## config.mk

```make
export PLATFORM = sky130hd
export DESIGN_NAME = saci_cmd_arbiter
export DESIGN_NICKNAME = d
export VERILOG_FILES = /design/src/rtl/saci_cmd_arbiter_pkg.sv /design/src/rtl/saci_cmd_arbiter_rr.sv /design/src/rtl/saci_cmd_arbiter.sv
export SDC_FILE = /design/constraint.sdc
export NUM_CORES = 1
export LEC_CHECK = 0
export BUFFER_PORTS_ARGS = -buffer_cell sky130_fd_sc_hd__buf_4
export CAP_MARGIN = 20
export CORE_ASPECT_RATIO = 0.5
export CORE_MARGIN = 8
export CORE_UTILIZATION = 43
export CTS_CLUSTER_DIAMETER = 120
export DETAILED_ROUTE_END_ITERATION = 7
export PLACE_DENSITY = 0.86
export SLEW_MARGIN = 20
export SYNTH_ARGS = -nofsm -noshare
export SYNTH_HDL_FRONTEND = slang
export SYNTH_SLANG_ARGS = --single-unit
```

## constraint.sdc

```tcl
create_clock -name clk -period 4.59 [get_ports clk]
set_clock_uncertainty 0.05 [all_clocks]
set_input_delay 0.6885 -clock clk [delete_from_list [all_inputs] [get_ports clk]]
set_output_delay 0.6885 -clock clk [all_outputs]
set_load 0.1 [all_outputs]
```

## src/rtl/saci_cmd_arbiter_pkg.sv

```systemverilog
// Shared SACI command-arbiter types and width constants.
package saci_cmd_arbiter_pkg;

  typedef enum logic [2:0] {
    IDLE,
    GRANT,
    START,
    WAIT_BUSY,
    RUN,
    DONE
  } arb_state_t;

  localparam logic SACI_START_BIT = 1'b1;
  localparam int   SACI_DWIDTH    = 53;
  localparam int   SACI_N_SLAVES  = 3;
  localparam int   SACI_N_REQ     = 4;
  localparam int   SACI_TIMEOUT   = 4095;

  // Round-robin pointer advance: index after the winner, wrapping at n.
  function automatic int rr_wrap_inc(input int idx, input int n);
    return (idx + 1 >= n) ? 0 : idx + 1;
  endfunction

endpackage

```

## src/rtl/saci_cmd_arbiter_rr.sv

```systemverilog
// Combinational round-robin picker: first request at or after ptr_i, wrapping.
module saci_cmd_arbiter_rr #(
  parameter  int N  = 4,
  localparam int IW = (N > 1) ? $clog2(N) : 1
) (
  input  logic [N-1:0]  req_i,
  input  logic [IW-1:0] ptr_i,
  output logic [N-1:0]  gnt_o,
  output logic [IW-1:0] idx_o,
  output logic          any_o
);

  always_comb begin
    logic          found;
    logic [IW:0]   sum;
    logic [IW-1:0] pos;
    gnt_o = '0;
    idx_o = '0;
    found = 1'b0;
    sum   = '0;
    pos   = '0;
    for (int k = 0; k < N; k++) begin
      sum = {1'b0, ptr_i} + (IW+1)'(k);
      if (sum >= (IW+1)'(N)) sum = sum - (IW+1)'(N);
      pos = sum[IW-1:0];
      if (!found && req_i[pos]) begin
        found      = 1'b1;
        gnt_o[pos] = 1'b1;
        idx_o      = pos;
      end
    end
  end

  assign any_o = |req_i;

endmodule

```

## src/rtl/saci_cmd_arbiter.sv

```systemverilog
// Shares one saci_master between N_REQ command sources: round-robin accept,
// start/mask/data sequencing, busy tracking with per-phase timeout.
module saci_cmd_arbiter
  import saci_cmd_arbiter_pkg::*;
#(
  parameter int N_REQ    = SACI_N_REQ,
  parameter int DWIDTH   = SACI_DWIDTH,
  parameter int N_SLAVES = SACI_N_SLAVES,
  parameter int TIMEOUT  = SACI_TIMEOUT
) (
  input  logic                                clk,
  input  logic                                rst_n,
  input  logic [N_REQ-1:0]                    req_valid_i,
  output logic [N_REQ-1:0]                    req_ready_o,
  input  logic [N_REQ-1:0][DWIDTH-2:0]        req_data_i,
  input  logic [N_REQ-1:0][N_SLAVES-1:0]      req_sel_i,
  output logic [N_REQ-1:0]                    done_o,
  output logic                                err_o,
  output logic                                start_o,
  output logic [N_SLAVES-1:0]                 slave_mask_o,
  output logic [DWIDTH-1:0]                   data_o,
  input  logic                                busy_i,
  output logic                                active_o
);

  localparam int IW = (N_REQ > 1) ? $clog2(N_REQ) : 1;
  localparam int TW = $clog2(TIMEOUT + 1);
  localparam logic [TW-1:0] TMAX = TW'(TIMEOUT);

  arb_state_t          state_q;
  logic [IW-1:0]       rr_ptr_q;
  logic [IW-1:0]       owner_q;
  logic [N_REQ-1:0]    done_q;
  logic                err_q;
  logic                start_q;
  logic [N_SLAVES-1:0] mask_q;
  logic [DWIDTH-1:0]   data_q;
  logic [TW-1:0]       timer_q;

  logic [N_REQ-1:0]    win_gnt;
  logic [IW-1:0]       win_idx;
  logic                win_any;
  logic                grant_ok;

  saci_cmd_arbiter_rr #(.N(N_REQ)) u_rr (
    .req_i (req_valid_i),
    .ptr_i (rr_ptr_q),
    .gnt_o (win_gnt),
    .idx_o (win_idx),
    .any_o (win_any)
  );

  // A high busy_i while idle belongs to someone else's transaction; hold off.
  assign grant_ok    = (state_q == IDLE) && !busy_i && win_any;
  assign req_ready_o = grant_ok ? win_gnt : '0;

  always_ff @(posedge clk) begin
    if (!rst_n) begin
      state_q  <= IDLE;
      rr_ptr_q <= '0;
      owner_q  <= '0;
      done_q   <= '0;
      err_q    <= 1'b0;
      start_q  <= 1'b0;
      mask_q   <= '1;
      data_q   <= '0;
      timer_q  <= '0;
    end else begin
      done_q  <= '0;
      err_q   <= 1'b0;
      start_q <= 1'b0;
      case (state_q)
        IDLE: begin
          if (grant_ok) begin
            owner_q  <= win_idx;
            rr_ptr_q <= IW'(rr_wrap_inc(int'(win_idx), N_REQ));
            data_q   <= {SACI_START_BIT, req_data_i[win_idx]};
            mask_q   <= ~req_sel_i[win_idx];
            state_q  <= GRANT;
          end
        end
        GRANT: begin
          start_q <= 1'b1;
          state_q <= START;
        end
        START: begin
          timer_q <= '0;
          state_q <= WAIT_BUSY;
        end
        WAIT_BUSY: begin
          if (busy_i) begin
            timer_q <= '0;
            state_q <= RUN;
          end else if (timer_q == TMAX) begin
            done_q[owner_q] <= 1'b1;
            err_q           <= 1'b1;
            mask_q          <= '1;
            state_q         <= DONE;
          end else begin
            timer_q <= timer_q + TW'(1);
          end
        end
        RUN: begin
          if (!busy_i || timer_q == TMAX) begin
            done_q[owner_q] <= 1'b1;
            err_q           <= busy_i;
            mask_q          <= '1;
            state_q         <= DONE;
          end else begin
            timer_q <= timer_q + TW'(1);
          end
        end
        DONE:    state_q <= IDLE;
        default: state_q <= IDLE;
      endcase
    end
  end

  assign done_o       = done_q;
  assign err_o        = err_q;
  assign start_o      = start_q;
  assign slave_mask_o = mask_q;
  assign data_o       = data_q;
  assign active_o     = (state_q != IDLE);

endmodule

```

==> results.sh, run 1 <==
export IMPL_fin_crit_sh_pct=89.5
export IMPL_cts_made_buffers=9
export IMPL_die_area_um2=14400
export IMPL_yosysSeqAreaShare_pct=35.3
export IMPL_fp_dieH_um=89.1
export IMPL_reg2regPathDepth=9
export IMPL_worstPathRequired_ps=3850
export IMPL_postCtsSetupRepairBufs=0
export IMPL_final_common_cell="buf_4"
export IMPL_grt_usage_pct=24.8
export IMPL_async_flop_share_pct=0
export IMPL_status="completed"
export IMPL_hold_class="flip-flop to flip-flop"
export IMPL_rows=26
export IMPL_fin_setup_tns_ps=0
export IMPL_nFillCells=825
export IMPL_post_drt_wl_per_cell_um=21.7
export IMPL_synth_top_area_cell="dfxtp_1"
export IMPL_finalHoldViolCount=0
export IMPL_rr_endpoint="data_o[43]$_SDFFE_PN0P_"
export IMPL_start_kind="flip-flop"
export IMPL_routed_wirelength_um=19500
export IMPL_hold_start="data_o[52]$_SDFFE_PN0P_"
export IMPL_power_density_nw_per_um2=459
export IMPL_synth_fp_nets=722
export IMPL_syn_area_um2=4590
export IMPL_grt_pass1_wl_um=28400
export IMPL_yosysTopAreaCellShare_pct=35.3
export IMPL_crit_arrival_ps=3370
export IMPL_antenna_cells=0
export IMPL_yosys_top_cells_area="dfxtp_1 (35%), mux2i_1 (12%), a222oi_1 (11%)"
export IMPL_grt_pass1_vias=5181
export IMPL_tightest_slew_ps=1100
export IMPL_drive_gt1_share_pct=43.5
export IMPL_rsz0062_at_grt="no"
export IMPL_via_count=5363
export IMPL_start_util_pct=44.5
export IMPL_ys_types=58
export IMPL_grt_max_degree=54
export IMPL_maxCapViolCount=0
export IMPL_hold_path_depth=1
export IMPL_io_pins=294
export IMPL_setup_viol=0
export IMPL_drtIter0Drc=624
export IMPL_clk_path_buf_depth=2
export IMPL_reg2reg_slack_ps=860
export IMPL_ir_drop_v=0.000211
export IMPL_path_max_fanout=10
export IMPL_cts_sinks=81
export IMPL_period_minus_slack_ps=4110
export IMPL_ys_ff_latch=81
export IMPL_power_leakage_uw=0.00332
export IMPL_cts_htree_levels=3
export IMPL_io_buffer_count=293
export IMPL_gp_congestion=0.989
export IMPL_slew_headroom_pct=26.5
export IMPL_synth_edf_count=0
export IMPL_critPathKind="flip-flop to primary output"
export IMPL_min_to="data_o[52]$_SDFFE_PN0P_"
export IMPL_total_power_uw=3270
export IMPL_ys_warn_count=0
export IMPL_final_cell_mix="buf_4 (299), dfxtp_1 (81), mux2i_1 (57), o21ai_1 (50), a222oi_1 (49)"
export IMPL_register_area_um2=1620
export IMPL_core_um2=10300
export IMPL_hpwl_um=15200
export IMPL_max_freq_mhz=243
export IMPL_drc=0
export IMPL_crit_path_end_kind="primary output"
export IMPL_fin_nets=989
export IMPL_clock_latency_ps=330
export IMPL_antenna_found_initial=0
export IMPL_overflow=0
export IMPL_die_x_um=162
export IMPL_vias_per_cell=5.97
export IMPL_cts_tree="yes"
export IMPL_ctsResizeCount=0
export IMPL_firstDrtPassIters=8
export IMPL_r2r_start="rr_ptr_q[1]$_SDFFE_PN0P_"
export IMPL_synth_ff_type="dfxtp_1"
export IMPL_syn_to_final_growth_pct=55.3
export IMPL_clk_pin_slew_ps=60
export IMPL_root_buffer="clkbuf_16"
export IMPL_synthCells=487
export IMPL_multi_input_area_um2=2720
export IMPL_slew_violations=0
export IMPL_hold_buffers=0
export IMPL_ant_nets=0
export IMPL_syn_avg_cell_area_um2=9.43
-- cell usage after synthesis (8+ instances only) --
master	number
o21ai_0	13
nor2_1	32
o21ai_1	50
a222oi_1	49
dfxtp_1	81
a21oi_1	11
clkbuf_1	16
ha_1	8
xnor2_1	10
mux2i_1	57
nand2_1	27
buf_6	8
o211ai_1	8
buf_2	18
-- layer usage --
layer  share of wire [%]  vias to the layer above  GRT usage, %
met3                 6.4                       46          5.28
met4                 3.5                        0          8.67
li1                    -                     2466             -
met1                  39                     2588          28.7
met5                   0                        -             0
met2                  51                      263          45.4
-- metrics by stage --
step,cells,setup slack (ps),hold WS (ps),util [%],cell area (um2)
after floorplan,487,13.7,393,-,4590
after global placement,883,1080,415,65.9,6790
after detailed placement,883,897,413,65.9,6790
after CTS,898,608,437,69.2,7130
after global routing,898,310,450,69.2,7130
final,898,482,433,69.2,7130
-- critical path, stage by stage (launching register included) --
cell and delay, ps:
dfxtp_1 530, inv_1 160, ha_1 500, mux4_2 680, nor4_1 540, a221oi_1 190, nor2_1 140, buf_4 300
-- cell families after synthesis --
logic type / after synthesis / synth area share (%)
mux: 62 / 14.4
compound gates: 176 / 28.6
flops: 81 / 35.3
xor+xnor: 10 / 1.91
buf+inv: 48 / 5.88
fa+ha+maj: 8 / 2.18
simple gates: 102 / 11.8
-- area by class of cell --
class	count	share of cell area (%)
Multi-Input combinational cell	358	38.1
Clock buffer	10	3.35
Sequential cell	81	22.7
Timing Repair Buffer	300	31.7
Clock inverter	5	1.46
Tap cell	140	2.46
Inverter	4	0.210
-- power breakdown --
| group | switching (uW) | internal (uW) | leakage [uW] |
|---|---|---|---|
| Sequential | 62.0 | 798 | 0.000662 |
| Clock | 285 | 543 | 0.000169 |
| Combinational | 1090 | 492 | 0.00249 |
-- registers in the layout, summed over array words and instances (netlist names) --
| name | flops |
|---|---|
| data_o | 53 |
| start_o | 1 |
| done_o | 4 |
| rr_ptr_q | 2 |
| err_o | 1 |
| slave_mask_o | 3 |
| owner_q | 2 |
| timer_q | 12 |
| state_q | 3 |
-- worst max-delay path by stage --
| stage | startpoint | to | slack (ps) | cells past startpoint |
|---|---|---|---|---|
| floorplan | rr_ptr_q[0]$_SDFFE_PN0P_ | req_ready_o[0] | 10 | 9 |
| global placement | rr_ptr_q[1]$_SDFFE_PN0P_ | data_o[42]$_SDFFE_PN0P_ | 1080 | 9 |
| detailed placement | rr_ptr_q[1]$_SDFFE_PN0P_ | data_o[43]$_SDFFE_PN0P_ | 900 | 9 |
| CTS | rr_ptr_q[1]$_SDFFE_PN0P_ | req_ready_o[2] | 610 | 7 |
| global route | rr_ptr_q[1]$_SDFFE_PN0P_ | req_ready_o[2] | 310 | 7 |
| finish | rr_ptr_q[1]$_SDFFE_PN0P_ | req_ready_o[2] | 480 | 7 |
Note: power is estimated with default switching activity, not from simulation.
==> run 2, diff against run 1 <==
clock period = 4.7 ns   (was 4.59 ns; I/O delays follow)
==> run 2 against run 1 <==
Compared with the run above: via count decreased by 2.7%; routed wire length decreased by 1.4%; die area unchanged; worst setup slack improved by 170 ps; non-clock buffer count increased by 1; sequential power decreased by 2%; register-to-register slack improved by 170 ps; global-route usage decreased by 0.15 points; first-iteration DRC count increased by 1.4%; highest routed layer unchanged.
==> results.sh, run 2 (synthesized netlist as in run 1, its figures left out) <==
export IMPL_hold_path_depth=1
export IMPL_ctsResizeCount=0
export IMPL_hpwl_um=15200
export IMPL_reg2regPathDepth=9
export IMPL_fp_dieH_um=89.1
export IMPL_wl_met1_um=7140
export IMPL_worst_path_stages=7
export IMPL_vias_per_cell=5.80
export IMPL_gp_congestion=0.967
export IMPL_antenna_cells=0
export IMPL_final_cell_mix="buf_4 (300), dfxtp_1 (81), mux2i_1 (57), o21ai_1 (50), a222oi_1 (49)"
export IMPL_core_um2=10300
export IMPL_rsz0062_at_grt="no"
export IMPL_path_buf_inv=2
export IMPL_rr_endpoint="data_o[41]$_SDFFE_PN0P_"
export IMPL_slew_headroom_pct=27.6
export IMPL_drtIter0Drc=633
export IMPL_cts_htree_levels=3
export IMPL_grt_max_degree=54
export IMPL_critPathKind="flip-flop to primary output"
export IMPL_worstPathRequired_ps=3940
export IMPL_io_buffer_count=293
export IMPL_largest_reg_flops=53
export IMPL_clock_latency_ps=340
export IMPL_via_count=5217
export IMPL_min_to="data_o[52]$_SDFFE_PN0P_"
export IMPL_fin_crit_sh_pct=86.2
export IMPL_crit_path_cell_trace="inv_1 > ha_1 > mux4_2 > nor4_1 > a221oi_1 > nor2_1 > buf_4"
export IMPL_clk_pin_slew_ps=60
export IMPL_period_minus_slack_ps=4050
export IMPL_cts_sinks=81
export IMPL_cpLargestDelayFamily="multiplexers"
export IMPL_clk_path_buf_depth=2
export IMPL_cp_slowest_cell="mux4_2"
export IMPL_maxCapViolCount=0
export IMPL_fin_setup_tns_ps=0
export IMPL_power_density_nw_per_um2=445
export IMPL_final_common_cell="buf_4"
export IMPL_crit_path_end_kind="primary output"
export IMPL_rows=26
export IMPL_die_area_um2=14400
export IMPL_max_freq_mhz=247
export IMPL_highest_layer="met4"
export IMPL_grt_usage_pct=24.6
export IMPL_grt_pass1_wl_um=27900
export IMPL_routed_wirelength_um=19200
export IMPL_crit_arrival_ps=3300
export IMPL_io_pins=294
export IMPL_grt_pass1_vias=5009
export IMPL_antenna_found_initial=0
export IMPL_overflow=0
export IMPL_r2r_start="rr_ptr_q[1]$_SDFFE_PN0P_"
export IMPL_drive_gt1_share_pct=43.7
export IMPL_status="completed"
export IMPL_slew_violations=0
export IMPL_firstDrtPassIters=8
export IMPL_root_buffer="clkbuf_16"
export IMPL_hold_start="data_o[52]$_SDFFE_PN0P_"
export IMPL_finalHoldViolCount=0
export IMPL_post_drt_wl_per_cell_um=21.3
export IMPL_hold_class="flip-flop to flip-flop"
export IMPL_wl_met3_um=1420
export IMPL_reg2reg_slack_ps=1030
export IMPL_wl_met2_um=10100
export IMPL_cts_tree="yes"
export IMPL_drc=0
export IMPL_start_util_pct=44.5
export IMPL_tightest_slew_ps=1090
export IMPL_hold_buffers=0
export IMPL_syn_to_final_growth_pct=55.4
export IMPL_setup_viol=0
export IMPL_cts_made_buffers=9
export IMPL_postCtsSetupRepairBufs=0
export IMPL_power_leakage_uw=0.00332
export IMPL_final_util_pct=69.2
export IMPL_ir_drop_v=0.000207
export IMPL_ant_nets=0
export IMPL_path_max_fanout=10
export IMPL_fin_nets=990
export IMPL_die_x_um=162
export IMPL_slowest_delay_ps=670
export IMPL_start_kind="flip-flop"
-- run 2: final cells by class --
cell class                      instances  area, um2
Multi-Input combinational cell        358       2720
Clock inverter                          5       86.3
Sequential cell                        81       1620
Clock buffer                           11        253
Timing Repair Buffer                  301       2270
Tap cell                              140        175
Fill cell                             828       3170
Inverter                                4       15.0
-- run 2: through the flow --
| step | instances | setup WS [ps] | instance area, um2 | total power (uW) | hold WS (ps) |
|---|---|---|---|---|---|
| 2_1_floorplan | 487 | 107 | 4590 | 1990 | 393 |
| 5_1_grt | 900 | 362 | 7140 | 3300 | 454 |
| 3_3_place_gp | 884 | 1180 | 6800 | 2370 | 407 |
| 4_1_cts | 900 | 674 | 7140 | 3190 | 425 |
| 6_report | 900 | 650 | 7140 | 3180 | 420 |
| 3_5_place_dp | 884 | 1030 | 6800 | 2400 | 411 |
-- run 2: routing by layer --
layer	vias to the layer above	GRT usage, %
met3	38	6.20
met1	2471	28.3
met2	238	44.7
li1	2470	-
met4	0	8.26
met5	-	0
-- run 2: worst max path at each step --
stage,startpoint,end
after floorplan,rr_ptr_q[0]$_SDFFE_PN0P_,req_ready_o[0]
after global placement,rr_ptr_q[1]$_SDFFE_PN0P_,req_ready_o[3]
after detailed placement,rr_ptr_q[1]$_SDFFE_PN0P_,data_o[41]$_SDFFE_PN0P_
after CTS,rr_ptr_q[1]$_SDFFE_PN0P_,req_ready_o[0]
after global routing,rr_ptr_q[1]$_SDFFE_PN0P_,req_ready_o[0]
final,rr_ptr_q[1]$_SDFFE_PN0P_,req_ready_o[0]
-- run 2: power breakdown --
| part | internal (uW) | switching (uW) |
|---|---|---|
| logic | 480 | 1060 |
| clock network | 498 | 296 |
| registers | 779 | 62.9 |
| total | 1760 | 1420 |
==> run 3, diff against run 2 <==
ABC_AREA = 1   (was unset)
CORE_UTILIZATION = 48   (was 43)
PLACE_DENSITY = 0.87   (was 0.86)
==> run 3 against run 2 <==
Compared with the run above: critical path depth rose by 9; cell count rose by 68%; sequential share of layout area fell by 4.0 points; count of clock-buffer cells in the layout fell by 1; synthesized cell count rose by 120%; cell area rose by 21%; first-iteration DRC count rose by 2.1%.
==> results.sh, run 3 <==
export IMPL_via_count=7785
export IMPL_start_util_pct=49.3
export IMPL_finalHoldViolCount=0
export IMPL_synth_edf_count=0
export IMPL_grt_usage_pct=24.7
export IMPL_hold_ws_ps=406
export IMPL_routed_wirelength_um=22400
export IMPL_firstDrtPassIters=5
export IMPL_rows=29
export IMPL_cts_made_buffers=9
export IMPL_critPathKind="flip-flop to flip-flop"
export IMPL_crit_path_end_kind="flip-flop"
export IMPL_clock_latency_ps=330
export IMPL_final_cell_count_no_fill=1508
export IMPL_yosys_top_cells_area="dfxtp_1 (26%), nand2_1 (20%), nand3_1 (16%)"
export IMPL_setup_viol=0
export IMPL_async_flop_share_pct=0
export IMPL_fin_setup_tns_ps=0
export IMPL_synth_common_cells="nand2_1 (336), nand3_1 (194), inv_1 (150), nor2_1 (130), dfxtp_1 (81)"
export IMPL_nFillCells=1120
export IMPL_period_minus_slack_ps=3990
export IMPL_max_freq_mhz=251
export IMPL_fp_dieH_um=96.6
export IMPL_fin_nets=1569
export IMPL_fin_ws_ps=712
export IMPL_hold_buffers=0
export IMPL_dp_cells=1493
export IMPL_antenna_cells=0
export IMPL_clk_pin_slew_ps=60
export IMPL_grt_pass1_vias=7344
export IMPL_maxCapViolCount=0
export IMPL_syn_avg_cell_area_um2=5.71
export IMPL_ys_types=30
export IMPL_syn_area_um2=6240
export IMPL_hold_class="flip-flop to flip-flop"
export IMPL_io_buffer_count=293
export IMPL_tightest_slew_ps=1050
export IMPL_register_area_um2=1620
export IMPL_hpwl_um=16600
export IMPL_die_area_um2=17100
export IMPL_synthCells=1092
export IMPL_start_kind="flip-flop"
export IMPL_postCtsSetupRepairBufs=0
export IMPL_worstPathRequired_ps=4930
export IMPL_crit_arrival_ps=4220
export IMPL_die_x_um=177
export IMPL_final_cell_mix="nand2_1 (335), buf_4 (299), nand3_1 (194), inv_1 (148), nor2_1 (130)"
export IMPL_grt_max_degree=109
export IMPL_hold_start="timer_q[10]$_SDFFE_PN0P_"
export IMPL_overflow=0
export IMPL_synth_fp_nets=1327
export IMPL_cts_htree_levels=3
export IMPL_grt_pass1_wl_um=35700
export IMPL_largest_reg_flops=53
export IMPL_fin_crit_sh_pct=84.9
export IMPL_yosysSeqAreaShare_pct=26.0
export IMPL_drive_gt1_share_pct=24.9
export IMPL_vias_per_cell=5.16
export IMPL_ys_warn_count=0
export IMPL_drc=0
export IMPL_multi_input_area_um2=3680
export IMPL_ctsResizeCount=0
export IMPL_core_um2=12700
export IMPL_synth_most_common_cell="nand2_1"
export IMPL_status="completed"
export IMPL_ys_ff_latch=81
export IMPL_pre_cts_ws_ps=848
export IMPL_drtIter0Drc=646
export IMPL_root_buffer="clkbuf_16"
export IMPL_cp_startpoint="rr_ptr_q[0]$_SDFFE_PN0P_"
export IMPL_gp_congestion=0.914
export IMPL_synth_ff_type="dfxtp_1"
export IMPL_post_drt_wl_per_cell_um=14.9
export IMPL_antenna_found_initial=0
export IMPL_ant_nets=0
export IMPL_yosysTopAreaCellShare_pct=26.0
export IMPL_rsz0062_at_grt="no"
export IMPL_cts_tree="yes"
export IMPL_clk_path_buf_depth=2
export IMPL_path_max_fanout=48
export IMPL_slew_headroom_pct=30.2
export IMPL_io_pins=294
export IMPL_cts_sinks=81
export IMPL_syn_to_final_growth_pct=38.9
export IMPL_final_common_cell="nand2_1"
export IMPL_synth_top_area_cell="dfxtp_1"
export IMPL_r2r_start="rr_ptr_q[0]$_SDFFE_PN0P_"
export IMPL_slew_violations=0
==> run 3: changes by cell type after synthesis, moves of 9 or more <==
cell | previous run | this run
a21oi_1 | 11 | 20
a222oi_1 | 49 | 0
buf_2 | 18 | 32
buf_4 | 2 | 20
inv_1 | 4 | 150
mux2i_1 | 57 | 0
nand2_1 | 27 | 336
nand3_1 | 5 | 194
nand3b_1 | 0 | 52
nor2_1 | 32 | 130
o21ai_1 | 50 | 2
xnor2_1 | 10 | 1
==> run 3: path summary, 6_finish.rpt <==
| kind | to | slack [ps] | cells past startpoint |
|---|---|---|---|
| max | data_o[39]$_SDFFE_PN0P_ | 710 | 16 |
| min | timer_q[10]$_SDFFE_PN0P_ | 410 | 2 |
| max reg2reg | data_o[39]$_SDFFE_PN0P_ | 710 | 16 |
| min reg2reg | timer_q[10]$_SDFFE_PN0P_ | 410 | 2 |
==> run 3: cells by family (layout without fill, tap and decap cells) <==
family / count (synthesis) / after routing / synth area share [%]
AOI/OAI and AO/OA: 42 / 42 / 3.63
DFF: 81 / 81 / 26.0
xor gates and xnor gates: 1 / 1 / 0.140
and+or+nand+nor: 739 / 739 / 53.2
buffers and inverters: 221 / 467 / 15.5
adders and majority gates: 8 / 8 / 1.60
==> run 3: through the flow <==
step                      utilization, %  cell area (um2)
after floorplan                        -             6240
after global placement              66.0             8350
after detailed placement            66.0             8350
after CTS                           68.4             8660
after global routing                68.4             8660
final                               68.4             8660
==> run 3: critical path, cell delays in order (launching register included) <==
cell	delay, ps
dfxtp_1	630
inv_6	120
ha_1	400
inv_1	130
nand3_2	100
nand2_4	110
inv_2	70
nor2_8	130
nand4_4	570
nand2_4	660
buf_4	440
nand2_1	100
nand2_1	70
nand2_1	60
nand3_1	120
nand2_1	70
inv_1	50
==> run 3: routing by layer <==
metal | GRT usage, % | routed length (um)
met4 | 9.38 | 729
met3 | 7.33 | 1880
met1 | 28.2 | 8900
met5 | 0 | 0
met2 | 42.8 | 10900
==> run 3: area by class of cell <==
| cell class | count | area share [%] |
|---|---|---|
| inverter | 152 | 6.64 |
| timing repair buffer | 300 | 26.1 |
| tap | 170 | 2.46 |
| clock inverter | 5 | 0.939 |
| multi-input combinational | 790 | 42.5 |
| clock buffer | 10 | 2.64 |
| sequential | 81 | 18.7 |
Power of run 3 is left out: the tool's default activity adds up to more than one toggle a clock period on the data nets, which glitch-free logic cannot reach.
